===== config.mk =====
export PLATFORM = sky130hd
export DESIGN_NAME = pipeline_hazard_ctrl
export DESIGN_NICKNAME = d
export VERILOG_FILES = /design/src/rtl/pipeline_hazard_ctrl.sv
export SDC_FILE = /design/constraint.sdc
export NUM_CORES = 1
export LEC_CHECK = 0
export CORE_MARGIN = 2
export CORE_UTILIZATION = 60
export CTS_CLUSTER_DIAMETER = 150
export DETAILED_ROUTE_END_ITERATION = 8
export DONT_BUFFER_PORTS = 1
export HOLD_SLACK_MARGIN = 0.06
export PLACE_DENSITY = 0.82
export SETUP_SLACK_MARGIN = 0.2
export SYNTH_ARGS = -nofsm -noshare
export SYNTH_HDL_FRONTEND = slang
export SYNTH_SLANG_ARGS = --single-unit

===== constraint.sdc =====
create_clock -name clk -period 6.3 [get_ports clk]
set_input_delay 0.315 -clock clk [delete_from_list [all_inputs] [get_ports clk]]
set_output_delay 0.315 -clock clk [all_outputs]
set_load 0.05 [all_outputs]

===== src/rtl/pipeline_hazard_ctrl.sv =====
// pipeline_hazard_ctrl: stall/flush/redirect controller for a 5-stage RV32I pipeline,
// with pending-redirect holding, load-use bubbles and saturating perf counters.
`default_nettype none

module pipeline_hazard_ctrl #(
   parameter int XLEN            = 32,
   parameter int CNT_WIDTH       = 32,
   parameter int LU_STALL_CYCLES = 1,
   parameter int PRED_MODE       = 0
) (
   input  logic                 clk,
   input  logic                 rst,
   input  logic                 imem_resp,
   input  logic                 dmem_resp,
   input  logic                 dmem_read_mem,
   input  logic                 dmem_write_mem,
   input  logic [4:0]           rs1_id,
   input  logic [4:0]           rs2_id,
   input  logic                 rs1_used_id,
   input  logic                 rs2_used_id,
   input  logic [6:0]           opcode_ex,
   input  logic [4:0]           rd_ex,
   input  logic                 br_en,
   input  logic                 pred_taken_ex,
   input  logic [XLEN-1:0]      alu_out_ex,
   input  logic [XLEN-1:0]      pc_plus4_ex,
   input  logic                 perf_clr,
   output logic                 pc_en,
   output logic                 redirect_valid,
   output logic [XLEN-1:0]      redirect_pc,
   output logic                 IFID_en,
   output logic                 IDEX_en,
   output logic                 EXMEM_en,
   output logic                 MEMWB_en,
   output logic                 IFID_flush,
   output logic                 IDEX_flush,
   output logic                 mispredict,
   output logic [CNT_WIDTH-1:0] mispredict_cnt,
   output logic [CNT_WIDTH-1:0] stall_cnt,
   output logic [CNT_WIDTH-1:0] lu_bubble_cnt
);

   localparam logic [6:0] c_OP_LOAD = 7'b0000011;
   localparam logic [6:0] c_OP_BR   = 7'b1100011;
   localparam logic [6:0] c_OP_JAL  = 7'b1101111;
   localparam logic [6:0] c_OP_JALR = 7'b1100111;
   localparam logic [1:0] c_LU_RELOAD = 2'(LU_STALL_CYCLES - 1);

   typedef enum logic [1:0] {
      S_RUN        = 2'd0,
      S_LU_STALL   = 2'd1,
      S_REDIR_WAIT = 2'd2
   } state_t;

   state_t          r_state, w_state_nxt;
   logic [1:0]      r_lu_cnt, w_lu_cnt_nxt;
   logic [XLEN-1:0] r_redir_pc;

   logic w_op_br, w_op_jal, w_op_jalr, w_op_load;
   logic w_dreq, w_mem_ok, w_full_adv, w_back_adv;
   logic w_mispred_raw, w_load_use, w_redir_ld, w_lu_bubble;
   logic [XLEN-1:0] w_target;

   assign w_op_br   = (opcode_ex == c_OP_BR);
   assign w_op_jal  = (opcode_ex == c_OP_JAL);
   assign w_op_jalr = (opcode_ex == c_OP_JALR);
   assign w_op_load = (opcode_ex == c_OP_LOAD);

   assign w_dreq     = dmem_read_mem | dmem_write_mem;
   assign w_mem_ok   = dmem_resp | ~w_dreq;
   assign w_full_adv = imem_resp & w_mem_ok;
   assign w_back_adv = w_full_adv | (~imem_resp & dmem_resp);

   always_comb begin
      if (PRED_MODE == 0)
         w_mispred_raw = (w_op_br & br_en) | w_op_jal | w_op_jalr;
      else
         w_mispred_raw = (w_op_br & (br_en != pred_taken_ex)) | w_op_jalr
                       | (w_op_jal & ~pred_taken_ex);
   end

   always_comb begin
      if (w_op_jalr)
         w_target = {alu_out_ex[XLEN-1:1], 1'b0};
      else if (w_op_jal || (w_op_br && br_en))
         w_target = alu_out_ex;
      else
         w_target = pc_plus4_ex;
   end

   // x0 never creates a dependency, and unused operand fields are don't-care.
   assign w_load_use = w_op_load && (rd_ex != 5'd0) &&
                       ((rs1_used_id && (rd_ex == rs1_id)) ||
                        (rs2_used_id && (rd_ex == rs2_id)));

   assign mispredict = w_mispred_raw & (r_state == S_RUN);

   always_comb begin
      pc_en          = 1'b0;
      redirect_valid = 1'b0;
      redirect_pc    = '0;
      IFID_en        = w_back_adv;
      IDEX_en        = w_back_adv;
      EXMEM_en       = w_back_adv;
      MEMWB_en       = w_back_adv;
      IFID_flush     = ~imem_resp & w_back_adv;
      IDEX_flush     = 1'b0;
      w_state_nxt    = r_state;
      w_lu_cnt_nxt   = r_lu_cnt;
      w_redir_ld     = 1'b0;
      w_lu_bubble    = 1'b0;
      case (r_state)
         S_RUN: begin
            if (w_mispred_raw && w_full_adv) begin
               redirect_valid = 1'b1;
               redirect_pc    = w_target;
               pc_en          = 1'b1;
               IFID_flush     = 1'b1;
               IDEX_flush     = 1'b1;
            end else if (w_mispred_raw && w_back_adv && !imem_resp) begin
               // Fetch is busy on the wrong path; hold the target until I-mem answers.
               w_redir_ld  = 1'b1;
               IFID_flush  = 1'b1;
               IDEX_flush  = 1'b1;
               w_state_nxt = S_REDIR_WAIT;
            end else if (!w_mispred_raw && w_load_use && w_back_adv) begin
               IFID_en     = 1'b0;
               IDEX_flush  = 1'b1;
               w_lu_bubble = 1'b1;
               if (LU_STALL_CYCLES > 1) begin
                  w_lu_cnt_nxt = c_LU_RELOAD;
                  w_state_nxt  = S_LU_STALL;
               end
            end else begin
               pc_en = w_full_adv;
            end
         end
         S_LU_STALL: begin
            if (w_back_adv) begin
               IFID_en      = 1'b0;
               IDEX_flush   = 1'b1;
               w_lu_bubble  = 1'b1;
               w_lu_cnt_nxt = r_lu_cnt - 2'd1;
               if (r_lu_cnt == 2'd1)
                  w_state_nxt = S_RUN;
            end
         end
         S_REDIR_WAIT: begin
            redirect_valid = 1'b1;
            redirect_pc    = r_redir_pc;
            IFID_flush     = w_back_adv;
            if (imem_resp) begin
               pc_en       = 1'b1;
               w_state_nxt = S_RUN;
            end
         end
         default: w_state_nxt = S_RUN;
      endcase
   end

   always_ff @(posedge clk or negedge rst) begin
      if (!rst) begin
         r_state        <= S_RUN;
         r_lu_cnt       <= 2'd0;
         r_redir_pc     <= '0;
         mispredict_cnt <= '0;
         stall_cnt      <= '0;
         lu_bubble_cnt  <= '0;
      end else begin
         r_state  <= w_state_nxt;
         r_lu_cnt <= w_lu_cnt_nxt;
         if (w_redir_ld)
            r_redir_pc <= w_target;
         if (perf_clr) begin
            mispredict_cnt <= '0;
            stall_cnt      <= '0;
            lu_bubble_cnt  <= '0;
         end else begin
            if (mispredict && w_back_adv && (mispredict_cnt != '1))
               mispredict_cnt <= mispredict_cnt + 1'b1;
            if (!pc_en && (stall_cnt != '1))
               stall_cnt <= stall_cnt + 1'b1;
            if (w_lu_bubble && (lu_bubble_cnt != '1))
               lu_bubble_cnt <= lu_bubble_cnt + 1'b1;
         end
      end
   end

endmodule

`default_nettype wire


==> impl_metrics.py <==
metrics = {
    "global_route": {
        "use_met3_pct": 10.0,
        "top_usage_layer": "met2",
        "grt_util_met1_pct": 36.3,
        "grt_pass1_wl_um": 31600,
        "grtUsageTotal_pct": 30.6,
        "grt_start_max_net_pins": 130,
        "antenna_found_initial": 0,
        "use_met2_pct": 53.3,
        "grt_pass1_vias": 6221,
        "gr-total-overflow": 0,
    },
    "cts": {
        "cts_buffer_depth": 2,
        "cts.repair.resized": 0,
        "cts_made_buffers": 17,
        "cts-root-buf": "clkbuf_16",
        "cts_setup_buffers": 0,
        "htreeDepth": 4,
        "clkSlewWorstSetupHoldPaths_ns": 0.05,
        "cts_tree": "done",
        "worstSkewPairLatency_ns": 0.41,
        "cts.sinks": 129,
    },
    "routing": {
        "routed_wirelength_um": 19600,
        "routed-via-count": 6199,
        "ant_nets": 0,
        "vias_per_cell": 6.77,
        "dr.pass1.iters": 5,
        "drc_errors": 0,
        "wl_per_cell_um": 21.4,
        "drt_iter0_drc": 563,
    },
    "logic_synthesis": {
        "synth_edf_count": 0,
        "ys_ff_latch": 129,
        "synth_cell_types": 51,
        "avgSynthCellArea_um2": 9.58,
        "synth_flop_cell": "dfrtp_1",
        "yosysWarnings": 0,
        "async_reset_ff_share_pct": 100,
        "synth_top_area_share_pct": 45.0,
        "syn-instance-count": 748,
        "synth_top_area_cell": "dfrtp_1",
        "yosysMostFrequentCell": "dfrtp_1",
        "syn_area_um2": 7170,
        "synth_common_cells": "129 x dfrtp_1, 51 x a21oi_1, 48 x nor2_1",
        "yosys-top-cells-area": "dfrtp_1 45%, mux2_2 6.3%, xnor2_1 4.4%, a22o_1 4.0%, a21oi_1 3.6%",
        "yosysSeqAreaShare_pct": 45.0,
        "syn_nets": 848,
    },
    "timing": {
        "rsz0062_at_grt": "false",
        "skew_ns": 0.00746,
        "max_slew_margin_pct": 14.9,
        "layout_min_cycle_time_ns": 3.40,
        "maxSlewViolCount": 0,
        "tns_ns": 0,
        "setup_viol": 0,
        "min_period_over_period_pct": 53.9,
        "tightest_slew_ns": 1.28,
        "hold_violations": 0,
        "max_freq_ghz": 0.294,
    },
    "pwr": {
        "p_leak_nw": 3.19,
        "peakVddDrop_uv": 203,
        "total_power_mw": 1.92,
        "clkPwrFrac_pct": 48.2,
        "p_sw_mw": 0.449,
        "p_seq_share_pct": 45.6,
        "power_density_nw_per_um2": 236,
        "power.internal_mw": 1.47,
        "switching_share_pct": 23.4,
        "power_frac_comb_pct": 6.2,
    },
    "floorplan": {
        "fp.dieH_um": 113,
        "io_pins": 234,
        "num_rows": 39,
        "core-area_um2": 11500,
        "die_w_um": 113,
        "initial_utilization_pct": 62.2,
        "die-area_um2": 12800,
    },
    "critical_path": {
        "ff2ff_path_depth": 8,
        "path_cells": "ha_1, nand2_1, nor4_1, nand4_1, nand3_1, buf_4, nor3_1, mux2_2",
        "start_kind": "flip-flop",
        "path_class": "flip-flop to flip-flop",
        "cp_max_fo": 55,
        "max_stage_delay_ns": 0.73,
        "crit_end": "stall_cnt[21]",
        "critPathArrivalTime_ns": 3.69,
        "regToRegEndpoint": "stall_cnt[21]",
        "critPathCaptureType": "flip-flop",
        "crit_path_start": "stall_cnt[0]",
        "cp.required_ns": 6.60,
        "r2r-start": "stall_cnt[0]",
        "r2r_slack_ns": 2.90,
        "cp_slowest_cell": "dfrtp_1",
    },
    "worst_hold_path": {
        "min_path_type": "input port to flip-flop",
    },
    "placed_design": {
        "gp_congestion": 0.855,
        "dp_hpwl_um": 12200,
        "numPortBuffers": 0,
    },
    "run": {
        "maxCapViolations": 0,
    },
    "final_layout": {
        "postLayoutCoreUtil_pct": 70.6,
        "syn2layout_area_growth_pct": 13.4,
        "antennaDiodeCount": 0,
        "nets": 862,
        "final_layout_size_suffix_gt1_share_pct": 10.9,
    },
    "run_status": {
        "status": "complete, no violations",
    },
}
## critical path: cells and delay by family (launching register included)
family | cells | cell delay [ns]
simple gates | 5 | 1.40
flops | 1 | 0.73
buf+inv | 1 | 0.44
mux | 1 | 0.29
fa+ha+maj | 1 | 0.42
## layout make-up
cell class	count	area [um2]
Multi-Input combinational cell	560	3700
Sequential cell	129	3230
Tap cell	143	179
Fill cell	833	3390
Timing Repair Buffer	40	423
Inverter	14	52.6
Clock inverter	6	57.6
Clock buffer	23	488
## state kept, by name, summed over array words and instances (netlist names)
register	count
lu_bubble_cnt	32
mispredict_cnt	32
r_redir_pc	32
stall_cnt	32
r_state	1
## timing repair
item                                    CTS  global route
endpoints found under the hold margin   240             0
hold buffers                             35             0
endpoints found under the setup margin    0             0
## placed cells by master (no fill, tap or decap), drive strengths merged, types with 2 or more instances in the layout
cell type    netlist  final
a22o              33     33
nand3b             2      2
nor2b             10     10
nor2              48     48
a21oi             51     51
inv               12     13
and2               6      6
nor4b              5      5
nor3b              3      3
nand2             43     43
xor2               3      3
o221ai             2      2
dfrtp            129    129
nand3             38     38
nor4              22     22
o21a              10     10
buf               17      7
o31a               6      6
or4               25     25
dlygate4sd3        0     33
o2111ai            2      2
nand2b             2      2
nand4             28     28
or2                4      4
and3               9      9
clkbuf            28     23
or3               38     38
mux2i              2      2
and4               7      7
o21ai             32     32
xnor2             36     36
o31ai             21     21
ha                 3      3
clkinv             2      5
nor3              19     19
mux2              40     40
## power by group through the flow
stage          registers, mW  logic, mW  clock network, mW
2_1_floorplan          0.881     0.0718                  0
3_3_place_gp           0.885     0.0697                  0
3_5_place_dp           0.886     0.0735                  0
4_1_cts                0.872      0.118              0.926
5_1_grt                0.876      0.130              0.965
6_report               0.875      0.120              0.925
## per-stage QoR
step,cell area (um2),instances,setup slack [ns],hold WS [ns]
global placement,7200,851,3.01,0.0224
global route,8130,915,2.68,0.0871
detailed placement,7200,851,2.94,0.0220
floorplan,7170,748,3.54,0.0194
finish,8130,915,2.90,0.0803
CTS,8130,915,2.92,0.0608
## cells by family (layout without fill, tap and decap cells)
group                      count (synthesis)  count (layout)  synth area share (%)
and+or+nand+nor                          311             311                  24.4
xor gates and xnor gates                  39              39                  4.77
buffers and inverters                     59              83                  3.49
DFF                                      129             129                  45.0
muxes                                     42              42                  6.56
adders and majority gates                  3               3                 0.524
AOI/OAI and AO/OA                        165             165                  15.2
## metal layers
layer / share of wire [%] / up-vias / wire length, um
met5: 0 / - / 0
li1: - / 2828 / -
met3: 8.3 / 37 / 1630
met2: 51 / 278 / 10100
met1: 38 / 3056 / 7480
met4: 2.0 / 0 / 387
## how the worst min path moves through the flow
stage / startpoint / end / slack [ns] / cells past startpoint
3_5_place_dp: rst / lu_bubble_cnt[24] / 0.02 / 0
4_1_cts: perf_clr / stall_cnt[30] / 0.06 / 2
3_3_place_gp: rst / lu_bubble_cnt[22] / 0.02 / 0
6_report: perf_clr / stall_cnt[30] / 0.08 / 2
5_1_grt: perf_clr / stall_cnt[30] / 0.09 / 2
2_1_floorplan: rst / lu_bubble_cnt[0] / 0.02 / 0
Power figures use the tool's default switching activity.
